**config.mk**
```make
export PLATFORM = sky130hd
export DESIGN_NAME = axi4_wr_arbiter
export DESIGN_NICKNAME = d
export VERILOG_FILES = /design/src/rtl/vip_axi4_types_pkg.sv /design/src/rtl/rr_priority_select.sv /design/src/rtl/axi4_wr_arbiter.sv
export SDC_FILE = /design/constraint.sdc
export NUM_CORES = 1
export LEC_CHECK = 0
export ABC_AREA = 1
export CAP_MARGIN = 20
export CORE_AREA = 3 3 264 266
export CTS_BUF_LIST = sky130_fd_sc_hd__clkbuf_8
export DETAILED_ROUTE_END_ITERATION = 10
export DIE_AREA = 0 0 267 269
export GPL_TIMING_DRIVEN = 0
export PLACE_DENSITY = 0.32
export REMOVE_ABC_BUFFERS = 1
export SLEW_MARGIN = 20
export SYNTH_ARGS = -nofsm -noshare
export SYNTH_HDL_FRONTEND = slang
export SYNTH_SLANG_ARGS = --single-unit
```
**constraint.sdc**
```tcl
create_clock -name clk -period 3 [get_ports clk]
set_input_delay 0.45 -clock clk [delete_from_list [all_inputs] [get_ports clk]]
set_output_delay 0.45 -clock clk [all_outputs]
set_load 0.01 [all_outputs]
```
**src/rtl/vip_axi4_types_pkg.sv**
```systemverilog
// Shared AXI4 encodings and the write-arbiter state type.
package vip_axi4_types_pkg;

    // AWBURST / ARBURST encodings
    localparam logic [1:0] AXI4_BURST_FIXED = 2'b00;
    localparam logic [1:0] AXI4_BURST_INCR  = 2'b01;
    localparam logic [1:0] AXI4_BURST_WRAP  = 2'b10;

    // AWSIZE / ARSIZE encodings (bytes per beat)
    localparam logic [2:0] AXI4_SIZE_1B   = 3'b000;
    localparam logic [2:0] AXI4_SIZE_2B   = 3'b001;
    localparam logic [2:0] AXI4_SIZE_4B   = 3'b010;
    localparam logic [2:0] AXI4_SIZE_8B   = 3'b011;
    localparam logic [2:0] AXI4_SIZE_16B  = 3'b100;
    localparam logic [2:0] AXI4_SIZE_32B  = 3'b101;
    localparam logic [2:0] AXI4_SIZE_64B  = 3'b110;
    localparam logic [2:0] AXI4_SIZE_128B = 3'b111;

    // BRESP / RRESP encodings
    localparam logic [1:0] AXI4_RESP_OKAY   = 2'b00;
    localparam logic [1:0] AXI4_RESP_EXOKAY = 2'b01;
    localparam logic [1:0] AXI4_RESP_SLVERR = 2'b10;
    localparam logic [1:0] AXI4_RESP_DECERR = 2'b11;

    // Write arbiter burst-ownership states
    typedef enum logic [1:0] {
        IDLE_S = 2'd0,
        AW_S   = 2'd1,
        W_S    = 2'd2
    } axi4_wr_arb_state_t;

endpackage

```
**src/rtl/rr_priority_select.sv**
```systemverilog
// Combinational round-robin pick: first asserted request at or above ptr_i, wrapping.
module rr_priority_select #(
    parameter  int unsigned N_P         = 4,
    localparam int unsigned IDX_WIDTH_C = $clog2(N_P)
) (
    input  logic [N_P-1:0]         req_i,
    input  logic [IDX_WIDTH_C-1:0] ptr_i,
    output logic [IDX_WIDTH_C-1:0] idx_o,
    output logic                   valid_o
);

    // Scan N_P candidates starting at the pointer; the first hit wins.
    always_comb begin
        int unsigned cand;
        idx_o   = '0;
        valid_o = 1'b0;
        cand    = 0;
        for (int unsigned i = 0; i < N_P; i++) begin
            cand = 32'(ptr_i) + i;
            if (cand >= N_P) begin
                cand = cand - N_P;
            end
            if (!valid_o && req_i[IDX_WIDTH_C'(cand)]) begin
                idx_o   = IDX_WIDTH_C'(cand);
                valid_o = 1'b1;
            end
        end
    end

endmodule

```
**src/rtl/axi4_wr_arbiter.sv**
```systemverilog
// Round-robin AXI4 write arbiter: one whole burst (AW + W through WLAST) per grant,
// B responses routed back to their owner by the grant index prefixed onto the ID.
module axi4_wr_arbiter
    import vip_axi4_types_pkg::*;
#(
    parameter  int unsigned NR_OF_REQUESTERS_P = 4,
    parameter  int unsigned ID_WIDTH_P         = 4,
    parameter  int unsigned ADDR_WIDTH_P       = 32,
    parameter  int unsigned DATA_WIDTH_P       = 64,
    parameter  int unsigned STRB_WIDTH_P       = DATA_WIDTH_P / 8,
    localparam int unsigned IDX_WIDTH_C        = $clog2(NR_OF_REQUESTERS_P)
) (
    input  logic                                              clk,
    input  logic                                              rst_n,
    // requester side
    input  logic [NR_OF_REQUESTERS_P-1:0]                     req_awvalid,
    output logic [NR_OF_REQUESTERS_P-1:0]                     req_awready,
    input  logic [NR_OF_REQUESTERS_P-1:0][ID_WIDTH_P-1:0]     req_awid,
    input  logic [NR_OF_REQUESTERS_P-1:0][ADDR_WIDTH_P-1:0]   req_awaddr,
    input  logic [NR_OF_REQUESTERS_P-1:0][7:0]                req_awlen,
    input  logic [NR_OF_REQUESTERS_P-1:0][2:0]                req_awsize,
    input  logic [NR_OF_REQUESTERS_P-1:0][1:0]                req_awburst,
    input  logic [NR_OF_REQUESTERS_P-1:0]                     req_wvalid,
    output logic [NR_OF_REQUESTERS_P-1:0]                     req_wready,
    input  logic [NR_OF_REQUESTERS_P-1:0][DATA_WIDTH_P-1:0]   req_wdata,
    input  logic [NR_OF_REQUESTERS_P-1:0][STRB_WIDTH_P-1:0]   req_wstrb,
    input  logic [NR_OF_REQUESTERS_P-1:0]                     req_wlast,
    output logic [NR_OF_REQUESTERS_P-1:0]                     req_bvalid,
    input  logic [NR_OF_REQUESTERS_P-1:0]                     req_bready,
    output logic [NR_OF_REQUESTERS_P-1:0][ID_WIDTH_P-1:0]     req_bid,
    output logic [NR_OF_REQUESTERS_P-1:0][1:0]                req_bresp,
    // shared master side
    output logic                                              mst_awvalid,
    input  logic                                              mst_awready,
    output logic [IDX_WIDTH_C+ID_WIDTH_P-1:0]                 mst_awid,
    output logic [ADDR_WIDTH_P-1:0]                           mst_awaddr,
    output logic [7:0]                                        mst_awlen,
    output logic [2:0]                                        mst_awsize,
    output logic [1:0]                                        mst_awburst,
    output logic                                              mst_wvalid,
    input  logic                                              mst_wready,
    output logic [DATA_WIDTH_P-1:0]                           mst_wdata,
    output logic [STRB_WIDTH_P-1:0]                           mst_wstrb,
    output logic                                              mst_wlast,
    input  logic                                              mst_bvalid,
    output logic                                              mst_bready,
    input  logic [IDX_WIDTH_C+ID_WIDTH_P-1:0]                 mst_bid,
    input  logic [1:0]                                        mst_bresp,
    output logic                                              burst_active
);

    axi4_wr_arb_state_t       state_q, state_d;
    logic [IDX_WIDTH_C-1:0]   grant_idx_q, grant_idx_d;
    logic [IDX_WIDTH_C-1:0]   rr_ptr_q, rr_ptr_d;
    logic [IDX_WIDTH_C-1:0]   pick_idx;
    logic                     pick_valid;
    logic [IDX_WIDTH_C-1:0]   b_sel;

    rr_priority_select #(
        .N_P (NR_OF_REQUESTERS_P)
    ) u_rr_select (
        .req_i   (req_awvalid),
        .ptr_i   (rr_ptr_q),
        .idx_o   (pick_idx),
        .valid_o (pick_valid)
    );

    // State, grant and round-robin pointer registers.
    always_ff @(posedge clk or negedge rst_n) begin
        if (!rst_n) begin
            state_q     <= IDLE_S;
            grant_idx_q <= '0;
            rr_ptr_q    <= '0;
        end else begin
            state_q     <= state_d;
            grant_idx_q <= grant_idx_d;
            rr_ptr_q    <= rr_ptr_d;
        end
    end

    // Next state and AW/W forwarding; unselected channels drive zeros.
    always_comb begin
        state_d      = state_q;
        grant_idx_d  = grant_idx_q;
        rr_ptr_d     = rr_ptr_q;
        req_awready  = '0;
        req_wready   = '0;
        mst_awvalid  = 1'b0;
        mst_awid     = '0;
        mst_awaddr   = '0;
        mst_awlen    = '0;
        mst_awsize   = '0;
        mst_awburst  = '0;
        mst_wvalid   = 1'b0;
        mst_wdata    = '0;
        mst_wstrb    = '0;
        mst_wlast    = 1'b0;
        burst_active = 1'b0;

        case (state_q)
            IDLE_S: begin
                if (pick_valid) begin
                    grant_idx_d = pick_idx;
                    rr_ptr_d    = (pick_idx == IDX_WIDTH_C'(NR_OF_REQUESTERS_P - 1))
                                  ? '0 : pick_idx + IDX_WIDTH_C'(1);
                    state_d     = AW_S;
                end
            end
            AW_S: begin
                burst_active             = 1'b1;
                mst_awvalid              = req_awvalid[grant_idx_q];
                mst_awid                 = {grant_idx_q, req_awid[grant_idx_q]};
                mst_awaddr               = req_awaddr[grant_idx_q];
                mst_awlen                = req_awlen[grant_idx_q];
                mst_awsize               = req_awsize[grant_idx_q];
                mst_awburst              = req_awburst[grant_idx_q];
                req_awready[grant_idx_q] = mst_awready;
                if (req_awvalid[grant_idx_q] && mst_awready) begin
                    state_d = W_S;
                end
            end
            W_S: begin
                burst_active            = 1'b1;
                mst_wvalid              = req_wvalid[grant_idx_q];
                mst_wdata               = req_wdata[grant_idx_q];
                mst_wstrb               = req_wstrb[grant_idx_q];
                mst_wlast               = req_wlast[grant_idx_q];
                req_wready[grant_idx_q] = mst_wready;
                if (req_wvalid[grant_idx_q] && mst_wready && req_wlast[grant_idx_q]) begin
                    state_d = IDLE_S;
                end
            end
            default: begin
                state_d = IDLE_S;
            end
        endcase
    end

    assign b_sel = mst_bid[IDX_WIDTH_C+ID_WIDTH_P-1 -: IDX_WIDTH_C];

    // B routing by ID prefix; a prefix beyond the requester count is accepted and dropped.
    always_comb begin
        req_bvalid = '0;
        req_bid    = '0;
        req_bresp  = '0;
        mst_bready = 1'b1;
        if ({1'b0, b_sel} < (IDX_WIDTH_C + 1)'(NR_OF_REQUESTERS_P)) begin
            req_bvalid[b_sel] = mst_bvalid;
            req_bid[b_sel]    = mst_bid[ID_WIDTH_P-1:0];
            req_bresp[b_sel]  = mst_bresp;
            mst_bready        = req_bready[b_sel];
        end
    end

endmodule

```
=== After elaboration in Yosys (flattened, before gate mapping) ===
Cells that the tools add are included.

* Register bits after elaboration: 6
* Input bits: 513
* Output and inout bits: 164
* Word-level logic and storage cells: 117

* $add $sub $neg: 8
* Order comparisons: 12
* Eq/ne operators: 6
* Muxes and demuxes: 68
* Bitwise operators: 5
* Reductions and logical operators: 15

{| class="wikitable"
|+ Operators with widths
! cell !! number
|-
| $bmux W64 S2 || 1
|-
| $mux W64 || 2
|-
| $bmux W32 S2 || 1
|-
| $mux W32 || 2
|-
| $bmux W8 S2 || 2
|-
| $mux W8 || 4
|-
| $mux W2 || 15
|-
| $lt A2 B3 Y1 const B || 6
|-
| $mux W1 || 18
|-
| $and A16 B16 Y16 || 1
|-
| $bmux W1 S2 || 8
|-
| $mux W4 || 4
|-
| $and A4 B4 Y4 || 3
|-
| $ge A3 B3 Y1 const B || 3
|-
| $and A8 B8 Y8 || 1
|-
| $bmux W4 S2 || 1
|-
| $demux W4 S2 || 1
|-
| $logic_and A1 B1 Y1 || 8
|-
| $sub A2 B1 Y2 const B || 4
|-
| $add A2 B2 Y3 const B || 2
|-
| $bmux W3 S2 || 1
|-
| $mux W3 || 2
|-
| $mux W6 || 1
|-
| $ne A2 B2 Y1 const B || 3
|-
| 15 further kinds || 20
|}

=== Logic depth before layout (Yosys ltp) ===
Gate-level depths: netlist (run 1).

* Depth after elaboration: 16
* Gate-level depth with buffers: 12

=== Cells and area by module ===
Synthesis (run 1) repeated with hierarchy kept, for this count alone.

* Cells, all modules: 777
* Area, all modules: 4344.2 sq um

{| class="wikitable"
|+ By module, submodules not included
! module !! times used !! cells each !! area an instance (sq um) !! sequential area each (sq um)
|-
| axi4_wr_arbiter || 1 || 718 || 4025.1 || 150.1
|-
| rr_priority_select || 1 || 59 || 319.1 || 0.0
|}

=== Worst setup path after synthesis (run 1) ===
No wires, ideal clock.

* Kind: reg-to-output
* Start: register state_q[0]
* End: output mst_wdata[0]
* Arrival time: 1.379 ns
* Required time: 2.550 ns
* Slack: 1.171 ns
* Stages on the path, launching flop included: 7
* Path through: dfrtp_1 > inv_1 > ha_1 > inv_1 > clkbuf_1 > clkbuf_1 > a21oi_1

* Longest elaborated chain between the ends: 2

{| class="wikitable"
|+ Ends and longest elaborated chain
! item !! RTL line !! text
|-
| start, declared || axi4_wr_arbiter.sv:52 || <nowiki>axi4_wr_arb_state_t state_q, state_d;</nowiki>
|-
| start signal, assigned || axi4_wr_arbiter.sv:75 || <nowiki>state_q <= state_d;</nowiki>
|-
| $eq A2 B2 Y1 || axi4_wr_arbiter.sv:100 || <nowiki>case (state_q)</nowiki>
|-
| $mux W64 || axi4_wr_arbiter.sv:100 ||
|-
| end, declared || axi4_wr_arbiter.sv:42 || <nowiki>output logic [DATA_WIDTH_P-1:0] mst_wdata,</nowiki>
|}

No other way between the ends.

=== Final worst setup path (run 1) ===
* Start: register grant_idx_q[0]
* End: output mst_wdata[7]

* Longest elaborated chain between the ends: 3

{| class="wikitable"
|+ Ends and longest elaborated chain
! item !! RTL line !! text
|-
| start, declared || axi4_wr_arbiter.sv:53 || <nowiki>logic [IDX_WIDTH_C-1:0] grant_idx_q, grant_idx_d;</nowiki>
|-
| start signal, assigned || axi4_wr_arbiter.sv:76 || <nowiki>grant_idx_q <= grant_idx_d;</nowiki>
|-
| $bmux W64 S2 || axi4_wr_arbiter.sv:125 || <nowiki>mst_wdata = req_wdata[grant_idx_q];</nowiki>
|-
| $mux W64 (implied by the code) || axi4_wr_arbiter.sv:125 ||
|-
| $mux W64 || axi4_wr_arbiter.sv:100 ||
|}

No other way between the ends. The select of a mux whose other input is x is not followed.

==> flow_summary.json, run 1 <==
{
  "synth_simple_gate_area_share_pct": 15.9,
  "pin_count": 677,
  "numCtsBuffers": 3,
  "relSlewSlack_pct": 59.0,
  "combPwrFrac_pct": 95.3,
  "postSynthAreaPerCell_um2": 6.06,
  "fin_nets": 1773,
  "fin_cells": 2133,
  "yosys.area_share.xor_xnor_pct": 0,
  "synthAdderAreaFrac_pct": 1.34,
  "start_util_pct": 5.57,
  "crit_top_cell": "buf_12",
  "cp.arrival_ps": 2460,
  "cp-end-kind": "output pin",
  "drtIter0Drc": 361,
  "placed_cell_area_um2": 11600,
  "synth-seq-cells": 6,
  "clock_power_share_pct": 1.7,
  "routed_wirelength_um": 52300,
  "grt_pass1_vias": 8320,
  "antenna_found_initial": 29,
  "yosysWarningCount": 0,
  "dp_hpwl_um": 41700,
  "finalPower_mw": 7.20,
  "vdd_ir_drop_max_mv": 0.341,
  "finalSetupViolCount": 0,
  "cts_tree": "yes",
  "crit_family": "buffers and inverters",
  "cp_max_fo": 27,
  "area_growth_pct": 218,
  "synth_area_um2": 3750,
  "cts.sinks": 6,
  "status": "completed",
  "hold_ws_ps": 485,
  "p_per_area_nw_per_um2": 604,
  "dp_cells": 2113,
  "synthCells": 618,
  "ys_seq_area_share_pct": 4.01,
  "maxCapViolCount": 0,
  "fin_util_pct": 17.7,
  "globalRouteMet2Util_pct": 25.6,
  "ant_nets": 0,
  "critPathBufInv": 4,
  "clock_skew_ps": 0.674,
  "postCtsHoldBufs": 0,
  "use_met1_pct": 14.2,
  "track_usage_pct": 13.2,
  "p_sw_mw": 3.94,
  "gp_congestion": 0.772,
  "h-tree-depth": 1,
  "portBuffers": 676,
  "num_rows": 95,
  "synth_top_family_by_area": "compound AO/OA/AOI/OAI gates",
  "finalCriticalPeriod_ps": 2910,
  "rsz0062_at_grt": "true",
  "core_area_um2": 67300,
  "die_h_um": 269,
  "synth-compound-area-share_pct": 66.4,
  "critPathKind": "reg -> out",
  "grtUsageMet3_pct": 4.33,
  "hold_violations": 0,
  "final_area_um2": 11900,
  "cp-start-kind": "flop",
  "viasPerCell": 3.74,
  "die_x_um": 267,
  "insertion_delay_ps": 220,
  "grt_pass1_wl_um": 67500,
  "swShare_pct": 54.7,
  "num-fill-cells": 7552,
  "required_ps": 2550,
  "seqPwrFrac_pct": 3.0,
  "clkTransAtPathRegs_ps": 40,
  "regArea_um2": 153,
  "cp_slowest_stage_delay_ps": 520,
  "wl_per_cell_um": 24.5,
  "p_leak_nw": 4.21,
  "tightest_slew_ps": 615,
  "dr.pass1.iters": 4,
  "vias": 7971,
  "drc": 0,
  "intPower_mw": 3.26,
  "cts_root_buf": "clkbuf_8",
  "synthMuxAreaShare_pct": 0,
  "layout-drive-gt1-share_pct": 4.94,
  "holdCritPathClass": "in -> async",
  "ctsLongestPathBuffers": 2,
  "ys_types": 25,
  "grt_overflow": 0,
  "multi_input_area_um2": 3190,
  "fmax_ghz": 0.344,
  "crit_slowest_cell": "dfrtp_2",
  "slew_violations": 0,
  "crit_chain": "nor2_4 > buf_4 > buf_12 > buf_12 > a22oi_1 > a21oi_1 > clkdlybuf4s50_1",
  "period_share_pct": 97.0,
  "grt_max_degree": 52,
  "grt.busiest_layer": "met2",
  "dieArea_um2": 71800
}
[metrics by stage]
stage / TNS [ps] / worst slack, ps
floorplan: -59980 / -486
global placement: -473570 / -4370
detailed placement: -2290 / -177
CTS: -12.5 / -12.5
global route: -76.8 / -47.4
finish: 0 / 90.5
[sequential cells by signal, summed over array words and instances (netlist names)]
| signal | flops |
|---|---|
| state_q | 2 |
| rr_ptr_q | 2 |
| grant_idx_q | 2 |
[power groups by stage]
stage                     Sequential [mW]  Combinational (mW)  Clock [mW]
final                               0.216                6.86       0.124
after global routing                0.228                7.44       0.131
after CTS                           0.217                7.03       0.126
after detailed placement            0.203                6.50           0
after global placement              0.204                5.92           0
after floorplan                     0.184                2.88           0
[routing by layer]
layer  up-vias  share of wire, %  wire (um)
met5         -              0.20        104
met4        16               1.8        963
met3        66               9.3       4860
met2       441                52      27400
met1      3761                36      18900
li1       3687                 -          -
[repair_timing]
action | 4_1_cts | 5_1_grt
pin swaps | 2 | 0
setup buffers | 5 | 1
gates resized for setup | 16 | 17
endpoints found under the setup margin | 106 | 30
cloned | 5 | 0
[cell families after synthesis]
logic type	Yosys count
AO/OA/AOI/OAI	374
flip-flops	6
buffers and inverters	100
adder cells (fa/ha/maj)	4
AND/OR/NAND/NOR	134
[area by class of cell]
cell class | count | area share (%)
repair buffers | 697 | 60.6
multi-input cells | 512 | 26.8
well taps | 873 | 9.18
inverters | 33 | 1.52
flip-flops and latches | 6 | 1.28
clock buffers | 3 | 0.347
repair inverters | 3 | 0.221
diodes | 6 | 0.126
[worst reg2reg max path, delay by kind of cell, from the launching register on]
| kind | cells | cell delay (ps) |
|---|---|---|
| flops | 1 | 520 |
| buf+inv | 2 | 560 |
| simple gates | 7 | 720 |
| compound gates | 1 | 200 |
[cells in the mapped netlist]
master    instances  share of area, %
a21oi_1         126                17
a21oi_2           1              0.23
a22oi_1         242                48
a31oi_1           1              0.17
buf_1             4              0.40
buf_2            29               3.9
buf_4             9               1.8
buf_6             2              0.60
clkbuf_1         23               2.3
clkinv_1          2              0.20
dfrtp_1           6               4.0
ha_1              4               1.3
inv_1            27               2.7
inv_2             4              0.40
nand2_1          55               5.5
nand2_2          10               1.7
nand2b_4          1              0.37
nand3_1          17               2.3
nand3b_2          1              0.30
nand4_1           3              0.50
nor2_1           44               4.4
nor2_4            3              0.90
o21a_1            1              0.20
o21ai_1           2              0.27
o21ai_2           1              0.23
[cells in the final DEF, fill, tap and decap left out, types with 6 or more instances in the layout]
| cell | netlist | final |
|---|---|---|
| a21oi_1 | 126 | 121 |
| a21oi_2 | 1 | 6 |
| a22oi_1 | 242 | 240 |
| buf_12 | 0 | 9 |
| buf_16 | 0 | 6 |
| clkdlybuf4s50_1 | 0 | 662 |
| diode_2 | 0 | 6 |
| dlymetal6s2s_1 | 0 | 12 |
| inv_1 | 27 | 25 |
| nand2_1 | 55 | 54 |
| nand2_2 | 10 | 9 |
| nand3_1 | 17 | 17 |
| nor2_1 | 44 | 44 |
[path summary, 6_finish.rpt]
| kind | from | end | slack [ps] | cells after the start |
|---|---|---|---|---|
| min in group clk | state_q[1] | state_q[1] | 520 | 2 |
| worst min-delay path | rst_n | state_q[1] | 480 | 1 |
| max in group asynchronous | rst_n | grant_idx_q[1] | 2260 | 1 |
| worst min register to register | state_q[1] | state_q[1] | 520 | 2 |
| worst max-delay path | grant_idx_q[0] | mst_wdata[7] | 90 | 7 |
| worst max register to register | grant_idx_q[0] | state_q[0] | 890 | 10 |
No activity file was read; power rests on OpenSTA's default activity.
==> inputs of run 2 (changes only) <==
--- a/config.mk
+++ b/config.mk
@@ -9,6 +9,7 @@
 export CAP_MARGIN = 20
 export CORE_AREA = 3 3 264 266
 export CTS_BUF_LIST = sky130_fd_sc_hd__clkbuf_8
+export CTS_CLUSTER_SIZE = 25
 export DETAILED_ROUTE_END_ITERATION = 10
 export DIE_AREA = 0 0 267 269
 export GPL_TIMING_DRIVEN = 0
==> results of run 2 <==
The final DEF is identical to that of run 1; final timing and power are the same.
